File: config.mk
export PLATFORM = sky130hd
export DESIGN_NAME = seq_pattern_gen
export DESIGN_NICKNAME = d
export VERILOG_FILES = /design/src/rtl/seq_pattern_gen.sv
export SDC_FILE = /design/constraint.sdc
export NUM_CORES = 1
export LEC_CHECK = 0
export CAP_MARGIN = 20
export CORE_MARGIN = 2
export CORE_UTILIZATION = 62
export CTS_CLUSTER_DIAMETER = 50
export DETAILED_ROUTE_END_ITERATION = 10
export DONT_BUFFER_PORTS = 1
export PLACE_DENSITY = 0.78
export RECOVER_POWER = 50
export SYNTH_ARGS = -nofsm -noshare
export SYNTH_HDL_FRONTEND = slang
export SYNTH_SLANG_ARGS = --single-unit
File: constraint.sdc
create_clock -name clk -period 2.1 [get_ports clk]
set_clock_uncertainty 0.2 [all_clocks]
set_input_delay 0.315 -clock clk [delete_from_list [all_inputs] [get_ports clk]]
set_output_delay 0.315 -clock clk [all_outputs]
set_load 0.03 [all_outputs]
File: src/rtl/seq_pattern_gen.sv
// seq_pattern_gen: serial stimulus generator for the "0101" detector/counter path.
// After a start pulse it drives n_pat frames of PATTERN on num_o (MSB first),
// each followed by GAP idle-high bits, then pulses done for one cycle.
// Optional feature macro: SEQ_GEN_ABORT_EN adds an 'abort' input that ends the
// run after the frame (and its gap) that is in flight when abort is seen.
module seq_pattern_gen #(
  parameter int unsigned       PAT_W   = 4,
  parameter logic [PAT_W-1:0]  PATTERN = 4'b0101,
  parameter int unsigned       GAP     = 2,
  parameter int unsigned       CNT_W   = 8
) (
  input  logic             clk,
  input  logic             rst_n,
  input  logic             start,
  input  logic [CNT_W-1:0] n_pat,
`ifdef SEQ_GEN_ABORT_EN
  input  logic             abort,
`endif
  output logic             num_o,
  output logic             busy,
  output logic             done,
  output logic [CNT_W-1:0] sent
);

  // Bit counter wide enough to index every bit of one frame.
  localparam int unsigned BIT_W = (PAT_W > 1) ? $clog2(PAT_W) : 1;
  localparam logic [BIT_W-1:0] BIT_LAST = BIT_W'(PAT_W - 1);

  // Gap counter covers the full 0..15 range of GAP.
  localparam logic [3:0] GAP_LAST = (GAP > 0) ? 4'(GAP - 1) : 4'd0;

  typedef enum logic [1:0] {
    S_IDLE,
    S_SEND,
    S_GAP,
    S_DONE
  } state_t;

  state_t           state;
  logic [CNT_W-1:0] n_lat;
  logic [BIT_W-1:0] bit_cnt;
  logic [3:0]       gap_cnt;
  logic [PAT_W-1:0] shreg;
  logic [CNT_W-1:0] sent_inc;
  logic             last_after_send;
  logic             last_after_gap;
  logic             stop_req;
`ifdef SEQ_GEN_ABORT_EN
  logic             abort_flag;
`endif

  // Run-termination decisions: frame count reached, or an abort is pending.
  always_comb begin
    sent_inc        = sent + CNT_W'(1);
    last_after_send = (sent_inc == n_lat);
    last_after_gap  = (sent == n_lat);
`ifdef SEQ_GEN_ABORT_EN
    stop_req        = abort_flag | abort;
`else
    stop_req        = 1'b0;
`endif
  end

  // Main FSM; every output is a register updated here.
  always_ff @(posedge clk or negedge rst_n) begin
    if (!rst_n) begin
      state      <= S_IDLE;
      num_o      <= 1'b1;
      busy       <= 1'b0;
      done       <= 1'b0;
      sent       <= '0;
      n_lat      <= '0;
      bit_cnt    <= '0;
      gap_cnt    <= '0;
      shreg      <= '0;
`ifdef SEQ_GEN_ABORT_EN
      abort_flag <= 1'b0;
`endif
    end else begin
      case (state)
        S_IDLE: begin
          done  <= 1'b0;
          busy  <= 1'b0;
          num_o <= 1'b1;
          if (start) begin
            sent  <= '0;
            n_lat <= n_pat;
            if (n_pat != '0) begin
              state   <= S_SEND;
              busy    <= 1'b1;
              num_o   <= PATTERN[PAT_W-1];
              shreg   <= PATTERN << 1;
              bit_cnt <= '0;
            end else begin
              state <= S_DONE;
              done  <= 1'b1;
            end
          end
        end

        S_SEND: begin
`ifdef SEQ_GEN_ABORT_EN
          if (abort) begin
            abort_flag <= 1'b1;
          end
`endif
          if (bit_cnt != BIT_LAST) begin
            bit_cnt <= bit_cnt + BIT_W'(1);
            num_o   <= shreg[PAT_W-1];
            shreg   <= shreg << 1;
          end else begin
            // Edge that ends the last bit of the frame: the frame now counts.
            sent    <= sent_inc;
            bit_cnt <= '0;
            if (GAP != 0) begin
              state   <= S_GAP;
              gap_cnt <= '0;
              num_o   <= 1'b1;
            end else if (last_after_send || stop_req) begin
              state <= S_DONE;
              busy  <= 1'b0;
              done  <= 1'b1;
              num_o <= 1'b1;
            end else begin
              num_o <= PATTERN[PAT_W-1];
              shreg <= PATTERN << 1;
            end
          end
        end

        S_GAP: begin
`ifdef SEQ_GEN_ABORT_EN
          if (abort) begin
            abort_flag <= 1'b1;
          end
`endif
          num_o <= 1'b1;
          if (gap_cnt != GAP_LAST) begin
            gap_cnt <= gap_cnt + 4'd1;
          end else begin
            gap_cnt <= '0;
            if (last_after_gap || stop_req) begin
              state <= S_DONE;
              busy  <= 1'b0;
              done  <= 1'b1;
            end else begin
              state   <= S_SEND;
              bit_cnt <= '0;
              num_o   <= PATTERN[PAT_W-1];
              shreg   <= PATTERN << 1;
            end
          end
        end

        S_DONE: begin
          // Single done cycle; start seen here is deliberately not accepted.
          state <= S_IDLE;
          done  <= 1'b0;
          busy  <= 1'b0;
          num_o <= 1'b1;
`ifdef SEQ_GEN_ABORT_EN
          abort_flag <= 1'b0;
`endif
        end

        default: begin
          state <= S_IDLE;
          busy  <= 1'b0;
          done  <= 1'b0;
          num_o <= 1'b1;
        end
      endcase
    end
  end

endmodule

==> metrics.md, run 1 <==
| Metric | Value |
|---|---|
| Total Nets Final | `slightly above 200` |
| Top achievable clock speed | `503 MHz` |
| Slowest CP cell | `dfrtp_1` |
| Top cells by area, synth | `dfrtp_1, mux2_2, xor2_1` |
| CP Launch Type | `register` |
| Post-cts resize count | `0` |
| Adder-cell share of the synthesized area | `0.0289` |
| Placer congestion estimate | `0.811` |
| Die area | `3240 um2` |
| Hold EP | `state[1]` |
| Reg2reg end | `shreg[2]` |
| Fin. Hold Viols | `0` |
| Post-synthesis cell count | `168` |
| ANT nets after route | `0` |
| Measured slew at the worst slew-check pin | `around 0.75 ns` |
| Primary FF master, synth | `dfrtp_1` |
| Rows | `19` |
| CTS root buf | `clkbuf_4` |
| First-pass GRT wire length | `~7000 um` |
| Synth cell types | `52` |
| Pre-CTS setup slack | `roughly 0.17 ns` |
| Largest net degree at the start of global routing | `31` |
| I/O pin count | `22` |
| Dpl hpwl | `2920 um` |
| Starting density of the core | `0.640` |
| FFs w/ async S/R, synth | `1.00` |
| Post-synthesis xor/xnor area fraction | `0.0649` |
| DRC | `0` |
| Synth top cells by count | `dfrtp_1, nand2_1, nor2_1, mux2_2` |
| R2R setup slack | `0.11 ns` |
| Synthesis Warnings | `0` |
| RSZ-0062 raised after global routing | `false` |
| Post-synth EDFFs | `0` |
| Top cell type's share of synthesized area | `0.418` |
| Synth Net Count | `183` |
| Synth Area in Simple Gates | `0.204` |
| CTS tree | `done` |
| Top-count cell post-synth | `dfrtp_1` |
| IO buf count | `0` |
| Crit-path cells | `inv_1, ha_1, or3b_1, o21ai_1, and2_1, a41oi_1` |
| Synth Register Bits | `30` |
| Syn Area/Cell | `10.3 um2` |
| Post-CTS Hold Buffers | `10` |
| WL per Instance | `about 19 um` |
| Path type of the worst setup path | `reg2reg` |
| Area leader, netlist | `dfrtp_1` |
| Drt pass-1 iters | `4` |
| Mapped Area | `1730 um2` |
| Fin crit share | `0.947` |
| Synth Area in Compound Gates | `0.152` |
| Share of cells above drive strength 1 | `0.211` |
| Drt total wl | `4170 um` |
| Max-cap violations | `0` |
| PD cells | `1410 nW/um2` |
| Leak | `0.824 nW` |
| Peak VDD IR | `0.933 mV` |
| Setup violators final | `0` |
| Vias in the first global route | `roughly 1500` |
| Slew headroom | `0.501` |
| Main combinational cell family by area after synthesis | `simple AND/OR/NAND/NOR gates` |
| Shortest period the worst path allows | `1.99 ns` |
| Postcts setup bufs | `0` |
| Die Y | `56.9 um` |
| Min-delay src | `start` |
| HP Class | `in2reg` |
| Via density | `6.24` |
| Clk_lat worst skew | `0.35 ns` |
| CP bufs+invs | `1` |
| Hold Crit Depth | `2` |
| Aggregate global routing overflow | `0` |
| Core area | `~2700 um2` |
| Antenna cells | `0` |
| R2R Path Start | `gap_cnt[1]` |
| Clock slew at reported path FFs | `0.11 ns` |
| Setup TNS | `0 ns` |
| Area grow syn2layout | `14.5%` |
| TritonCTS Sinks | `30` |
| Run status | `complete, no violations` |
| WP data arrival | `around 2 ns` |
| Delay-heaviest family, CP | `simple AND/OR/NAND/NOR gates` |
| Total Routing Usage GR | `0.287` |
| Setup ws final | `0.111 ns` |
| Sequential share of the synthesized area | `0.434` |
| Finished Core Util | `0.733` |
| H-tree depth | `2` |
| Initial antenna violation count | `0` |
| Num CTS Buffers | `5` |
| Die Wd | `approximately 57 um` |
| WP data required | `between 2 and 2.5 ns` |
| Multiplexer share of the synthesized area | `0.0722` |
| First DRT Iteration DRCs | `62` |
| Crit path max fanout | `4` |
| Vias | `~1400` |
| CP endpoint kind | `register` |
| Maximum root-to-sink buffer count | `2` |
| Max stage delay on crit path | `0.43 ns` |
| Max Slew Vio Count | `0` |
| Worst reg2reg path depth | `6` |
report_power, final:
group	leakage, nW	internal (mW)	total (mW)	switching (mW)
registers	0.376	0.804	1.11	0.303
clock network	0.0374	0.249	0.475	0.225
logic	0.410	0.536	1.21	0.677
area by class of cell:
type / count / area [um2]
repair buffers: 23 / 181
fillers: 195 / 724
clock buffers: 5 / 37.5
inverters: 7 / 26.3
multi-input cells: 122 / 905
flip-flops and latches: 30 / 752
well taps: 31 / 38.8
clock inverters: 3 / 45.0
stage by stage:
step	instance area (um2)	std cells	hold WS, ns	power, mW
4_1_cts	2010	221	0.00744	2.79
3_3_place_gp	1820	203	-0.180	2.20
5_1_grt	1990	221	0.0392	2.96
2_1_floorplan	1730	168	-0.181	1.97
3_5_place_dp	1820	203	-0.180	2.28
6_report	1990	221	0.0131	2.80
state kept, by name, indices dropped and copies added, names as in the netlist:
signal / flops
done: 1
n_lat: 8
shreg: 3
busy: 1
sent: 8
gap_cnt: 4
bit_cnt: 2
state: 2
num_o: 1
metal layers:
layer / track usage / wire [um]
met5: 0 / 0
met4: 0.120 / 86
met3: 0.0829 / 239
met2: 0.479 / 2130
met1: 0.345 / 1710
layout by cell type, fill, tap and decap left out, types with 2 or more instances in the layout:
cell | Yosys | routed
a22o_1 | 2 | 2
a21oi_1 | 7 | 7
dfrtp_1 | 29 | 29
mux2_2 | 9 | 9
nor4_1 | 3 | 3
nor2_1 | 10 | 10
inv_1 | 7 | 7
a311oi_1 | 3 | 3
nand2_1 | 13 | 13
and2_1 | 2 | 2
clkinvlp_4 | 0 | 2
buf_4 | 1 | 10
xor2_1 | 7 | 7
a21o_1 | 2 | 2
ha_1 | 4 | 4
clkbuf_4 | 0 | 5
o21ai_0 | 6 | 6
a41oi_1 | 2 | 2
xnor2_1 | 4 | 4
o21ai_1 | 3 | 3
nand4_1 | 2 | 2
clkbuf_1 | 2 | 3
nor4_4 | 2 | 2
nand3_1 | 5 | 5
dlygate4sd3_1 | 0 | 9
nor2b_1 | 2 | 2
nand2b_1 | 2 | 2
nor4_2 | 3 | 3
nor3_1 | 6 | 6
worst max path at each step:
| stage | start | end | slack (ns) | depth (start not counted) |
|---|---|---|---|---|
| floorplan | sent[2] | shreg[1] | 0.26 | 5 |
| finish | gap_cnt[1] | shreg[2] | 0.11 | 6 |
| global placement | gap_cnt[1] | bit_cnt[0] | 0.26 | 6 |
| CTS | gap_cnt[1] | shreg[2] | 0.11 | 6 |
| detailed placement | bit_cnt[0] | sent[5] | 0.17 | 5 |
| global route | gap_cnt[1] | shreg[2] | 0.007 | 6 |
cells by family after synthesis:
kind of cell / Yosys count
AOI/OAI and AO/OA: 37
xor gates and xnor gates: 12
and+or+nand+nor: 58
DFF: 30
buffers and inverters: 16
muxes: 11
adders and majority gates: 4
Note: power is estimated with default switching activity, not from simulation.
==> run 2: changes to the inputs <==
--- a/config.mk
+++ b/config.mk
@@ -13,6 +13,7 @@
 export DONT_BUFFER_PORTS = 1
 export PLACE_DENSITY = 0.78
 export RECOVER_POWER = 50
+export SETUP_SLACK_MARGIN = 0.2
 export SYNTH_ARGS = -nofsm -noshare
 export SYNTH_HDL_FRONTEND = slang
 export SYNTH_SLANG_ARGS = --single-unit
==> metrics.md, run 2 (same netlist as run 1, synthesis figures left out) <==
| Metric | Value |
|---|---|
| Pre-CTS setup slack | `0.173 ns (unchanged)` |
| Drt total wl | `4360 um (+4.6%)` |
| TritonCTS Sinks | `30 (unchanged)` |
| Slew headroom | `0.495 (-0.00628)` |
| Hold Crit Depth | `2 (unchanged)` |
| PD cells | `1430 nW/um2 (+1.2%)` |
| Core area | `2710 um2 (unchanged)` |
| Max stage delay on crit path | `0.42 ns (about the same)` |
| Leak | `0.837 nW (+1.6%)` |
| Largest regs | `n_lat (8), sent (8), gap_cnt (4)` |
| First DRT Iteration DRCs | `68 (+9.7%)` |
| R2R setup slack | `0.23 ns (+0.11 ns)` |
| ANT nets after route | `0 (unchanged)` |
| Setup TNS | `0 ns (unchanged)` |
| CTS root buf | `clkbuf_4` |
| CTS tree | `done` |
| Fin crit share | `0.893 (-0.0545)` |
| Most frequent cells in the layout | `dfrtp_1, nand2_1, buf_4` |
| DRC | `0 (unchanged)` |
| WL per Instance | `19.6 um (+4.1%)` |
| Path type of the worst setup path | `reg2reg` |
| Placed cell area | `1820 um2 (unchanged)` |
| Aggregate global routing overflow | `0 (unchanged)` |
| Min-delay src | `start` |
| Drt pass-1 iters | `4 (unchanged)` |
| Clk_lat worst skew | `0.35 ns (about the same)` |
| R2R Path Start | `gap_cnt[1]` |
| Rows | `19 (unchanged)` |
| Setup ws final | `0.225 ns (+0.114 ns)` |
| Reg2reg end | `shreg[2]` |
| Die Wd | `56.9 um (unchanged)` |
| Crit-path cells | `inv_2, ha_4, or3b_4, o21ai_1, and2_4, a41oi_1` |
| Max-cap violations | `0 (unchanged)` |
| WP data arrival | `1.88 ns (-0.12 ns)` |
| Top sig layer | `met4` |
| Run status | `complete, no violations` |
| Die Y | `56.9 um (unchanged)` |
| I/O pin count | `22 (unchanged)` |
| Maximum root-to-sink buffer count | `2 (unchanged)` |
| Setup violators final | `0 (unchanged)` |
| Total chip power | `2.91 mW (+4.0%)` |
| Crit path max fanout | `4 (unchanged)` |
| Clock slew at reported path FFs | `0.11 ns (about the same)` |
| Slowest CP cell | `dfrtp_1` |
| Shortest period the worst path allows | `1.87 ns (-0.114 ns)` |
| Dpl hpwl | `2920 um (unchanged)` |
| Commonest non-fill, non-tap cell in the layout | `dfrtp_1` |
| IO buf count | `0 (unchanged)` |
| Peak VDD IR | `0.957 mV (+2.6%)` |
| First-pass GRT wire length | `7060 um (+2.2%)` |
| Vias in the first global route | `1490 (+2.6%)` |
| Top achievable clock speed | `533 MHz (+6.1%)` |
| Initial antenna violation count | `0 (unchanged)` |
| Final instance area | `2040 um2 (+2.8%)` |
| CP endpoint kind | `register` |
| Placer congestion estimate | `0.811 (unchanged)` |
| Vias | `1407 (+2.0%)` |
| H-tree depth | `2 (unchanged)` |
| Worst reg2reg path depth | `6 (unchanged)` |
| CP Launch Type | `register` |
| Wire length on met2 | `2210 um (+3.5%)` |
| Die area | `3240 um2 (unchanged)` |
| Measured slew at the worst slew-check pin | `0.757 ns (+0.00942 ns)` |
| Antenna cells | `0 (unchanged)` |
| Max Slew Vio Count | `0 (unchanged)` |
| Num CTS Buffers | `5 (unchanged)` |
| Fin. Hold Viols | `0 (unchanged)` |
| HP Class | `in2reg` |
| Finished Core Util | `0.753 (+0.0203)` |
| Share of cells above drive strength 1 | `0.272 (+0.0617)` |
| Largest net degree at the start of global routing | `31 (unchanged)` |
| Via density | `6.34 (+1.5%)` |
| Total Routing Usage GR | `0.297 (+0.00919)` |
| WP data required | `2.11 ns (about the same)` |
| Total Nets Final | `205 (+0.49%)` |
| Starting density of the core | `0.640 (unchanged)` |
| Hold EP | `state[1]` |
| RSZ-0062 raised after global routing | `true` |
| Area grow syn2layout | `17.7%` |
| Metal3 WL | `263 um (+10%)` |
| M1 WL | `1760 um (+2.9%)` |
run 2: cell count changes in the layout (fill, tap and decap cells not counted), moves of 2 or more:
cell     previous run  this run
ha_4                0         2
dfrtp_1            29        26
ha_1                4         2
dfrtp_2             0         3
run 2: how the worst max path moves through the flow:
stage                    start    endpoint  slack (ns)  cells after the start
global placement    gap_cnt[1]  bit_cnt[0]        0.26                      6
floorplan              sent[2]    shreg[1]        0.26                      5
global route        gap_cnt[1]  bit_cnt[1]        0.13                      6
CTS                 gap_cnt[1]  bit_cnt[0]        0.21                      6
finish              gap_cnt[1]    shreg[2]        0.23                      6
detailed placement  bit_cnt[0]     sent[5]        0.17                      5
run 2: repair_timing:
item,in CTS,in global routing
gates resized for setup,3,11
setup endpoints to repair,5,26
endpoints found under the hold margin,38,0
pin swaps,0,2
buffers inserted,1,0
hold buffers,10,0
run 2: layout make-up:
cell class	count	area (um2)
fill	187	669
clock inverter	3	45.0
clock buffer	5	37.5
tap	31	38.8
multi-input combinational	122	948
inverter	7	26.3
sequential	30	756
timing repair buffer	24	189
run 2: per-layer routing:
| layer | track usage | vias up |
|---|---|---|
| met5 | 0 | - |
| met4 | 0.140 | 0 |
| met3 | 0.0968 | 13 |
| met2 | 0.486 | 61 |
| met1 | 0.349 | 684 |
| li1 | - | 649 |
run 2: worst max-delay path: cells and delay by family, from the launching register on:
kind | cells | cell delay, ns
simple gates | 2 | 0.60
buf+inv | 1 | 0.07
compound gates | 2 | 0.32
flops | 1 | 0.42
fa+ha+maj | 1 | 0.12
run 2: stage by stage:
step / hold slack, ns / std cells
4_1_cts: 0.00744 / 222
5_1_grt: 0.0299 / 222
2_1_floorplan: -0.181 / 168
3_3_place_gp: -0.180 / 203
6_report: 0.0233 / 222
3_5_place_dp: -0.180 / 203
run 2: power by group:
group          switching, mW  internal (mW)  leakage (nW)
Clock                  0.222          0.250        0.0374
Sequential             0.322          0.808         0.372
Combinational          0.704          0.602         0.427
==> run 3: changes to the inputs <==
--- a/config.mk
+++ b/config.mk
@@ -11,6 +11,7 @@
 export CTS_CLUSTER_DIAMETER = 50
 export DETAILED_ROUTE_END_ITERATION = 10
 export DONT_BUFFER_PORTS = 1
+export MAX_ROUTING_LAYER = met4
 export PLACE_DENSITY = 0.78
 export RECOVER_POWER = 50
 export SETUP_SLACK_MARGIN = 0.2
==> metrics.md, run 3 (same netlist as run 1, synthesis figures left out) <==
| Metric | Value |
|---|---|
| Run status | `complete, no violations` |
| Dpl hpwl | `2920 um (unchanged)` |
| Leak | `0.837 nW (unchanged)` |
| Filler cells | `187 (unchanged)` |
| Dpl cells | `203 (unchanged)` |
| Vias | `1444 (+2.6%)` |
| WP data required | `2.11 ns (about the same)` |
| I/O pin count | `22 (unchanged)` |
| First-pass GRT wire length | `7080 um (+0.30%)` |
| RSZ-0062 raised after global routing | `true` |
| CP endpoint kind | `register` |
| CP Launch Type | `register` |
| HP Class | `in2reg` |
| PD cells | `1430 nW/um2 (+0.15%)` |
| Largest regs | `n_lat (8), sent (8), gap_cnt (4)` |
| Slowest CP cell | `dfrtp_1` |
| Worst setup startpoint | `gap_cnt[1]` |
| Measured slew at the worst slew-check pin | `0.754 ns (-0.00376 ns)` |
| Starting density of the core | `0.640 (unchanged)` |
| Antenna cells | `0 (unchanged)` |
| IO buf count | `0 (unchanged)` |
| Finished Layout Cells | `222 (unchanged)` |
| Share of cells above drive strength 1 | `0.272 (unchanged)` |
| R2R Path Start | `gap_cnt[1]` |
| Top achievable clock speed | `533 MHz (about the same)` |
| Path type of the worst setup path | `reg2reg` |
| Rows | `19 (unchanged)` |
| Worst reg2reg path depth | `6 (unchanged)` |
| H-tree depth | `2 (unchanged)` |
| Setup violators final | `0 (unchanged)` |
| Fin crit share | `0.894 (about the same)` |
| Drt pass-1 iters | `4 (unchanged)` |
| Max Slew Vio Count | `0 (unchanged)` |
| Aggregate global routing overflow | `0 (unchanged)` |
| Die Y | `56.9 um (unchanged)` |
| Critical Path Sink | `shreg[2]` |
| CTS root buf | `clkbuf_4` |
| WP data arrival | `1.88 ns (about the same)` |
| Die area | `3240 um2 (unchanged)` |
| R2R setup slack | `0.22 ns (about the same)` |
| DRC | `0 (unchanged)` |
| Final instance area | `2040 um2 (unchanged)` |
| CTS tree | `done` |
| Largest net degree at the start of global routing | `31 (unchanged)` |
| WL per Instance | `19.7 um (+0.28%)` |
| Clk_lat worst skew | `0.35 ns (about the same)` |
| Most frequent cells in the layout | `dfrtp_1, nand2_1, buf_4` |
| Reg2reg end | `shreg[2]` |
| Placer congestion estimate | `0.823 (+1.5%)` |
| Slew headroom | `0.498 (+0.00251)` |
| Max-cap violations | `0 (unchanged)` |
| Placed cell area | `1820 um2 (unchanged)` |
| Commonest non-fill, non-tap cell in the layout | `dfrtp_1` |
| Shortest period the worst path allows | `1.88 ns (+0.00171 ns)` |
| Num CTS Buffers | `5 (unchanged)` |
| Via density | `6.50 (+2.6%)` |
| Peak VDD IR | `0.963 mV (+0.60%)` |
| ANT nets after route | `0 (unchanged)` |
| Vias in the first global route | `1490 (unchanged)` |
| Die Wd | `56.9 um (unchanged)` |
| Clock slew at reported path FFs | `0.11 ns (about the same)` |
| Max stage delay on crit path | `0.42 ns (about the same)` |
| Drt total wl | `4370 um (+0.28%)` |
| TritonCTS Sinks | `30 (unchanged)` |
| Maximum root-to-sink buffer count | `2 (unchanged)` |
| Worst hold slack | `0.0261 ns (+0.00288 ns)` |
| Total Nets Final | `205 (unchanged)` |
| Area grow syn2layout | `17.7% (unchanged)` |
| Fin. Hold Viols | `0 (unchanged)` |
| First DRT Iteration DRCs | `70 (+2.9%)` |
| Finished Core Util | `0.753 (unchanged)` |
| Total Routing Usage GR | `0.305 (+0.00826)` |
| Core area | `2710 um2 (unchanged)` |
| Initial antenna violation count | `0 (unchanged)` |
| Crit path max fanout | `4 (unchanged)` |
| Crit-path cells | `inv_2, ha_4, or3b_4, o21ai_1, and2_4, a41oi_1` |
| Setup TNS | `0 ns (unchanged)` |
-- run 3: cell counts in the layout (fill, tap and decap cells not counted) --
Identical to the previous run, type by type.
-- run 3: final cells by class --
type	count	area, um2	area share
clock buffer	5	37.5	0.0184
clock inverter	3	45.0	0.0221
inverter	7	26.3	0.0129
multi-input combinational	122	948	0.465
sequential	30	756	0.370
tap	31	38.8	0.0190
timing repair buffer	24	189	0.0926
-- run 3: how the worst min path moves through the flow --
stage                      from    endpoint  slack (ns)  depth (start not counted)
after floorplan           rst_n  bit_cnt[0]       -0.18                          0
after global placement    rst_n     sent[2]       -0.18                          0
after detailed placement  rst_n     sent[0]       -0.18                          0
after CTS                 start    state[1]       0.007                          2
after global routing      start    state[1]        0.03                          2
final                     start    state[1]        0.03                          2
-- run 3: timing repair --
action | 4_1_cts | 5_1_grt
resized for setup | 3 | 11
endpoints found under the hold margin | 38 | 0
pin swaps | 0 | 2
hold buffers | 10 | 0
endpoints found under the setup margin | 5 | 26
setup buffers | 1 | 0
-- run 3: per-layer routing --
layer / vias to the layer above / track usage / part of all wire
met1: 701 / 0.349 / 0.39
met3: 15 / 0.0968 / 0.078
met5: - / - / 0
met2: 77 / 0.486 / 0.50
met4: 0 / 0.140 / 0.033
li1: 651 / - / -
-- run 3: power by group --
part	switching [mW]	internal [mW]	total [mW]	leakage (nW)
Sequential	0.324	0.808	1.13	0.372
Combinational	0.707	0.601	1.31	0.427
Clock	0.223	0.250	0.473	0.0374
-- run 3: critical path: cells and delay by family, from the launching register on --
kind / cells / cell delay [ns]
AOI/OAI and AO/OA: 2 / 0.32
buffers and inverters: 1 / 0.08
adders and majority gates: 1 / 0.12
and+or+nand+nor: 2 / 0.60
DFF: 1 / 0.42
-- run 3: metrics by stage --
step                      worst slack (ns)  power, mW
after floorplan                      0.264       1.97
after global placement               0.257       2.20
after detailed placement             0.173       2.28
after CTS                            0.207       2.82
after global routing                 0.130       3.08
final                                0.224       2.91
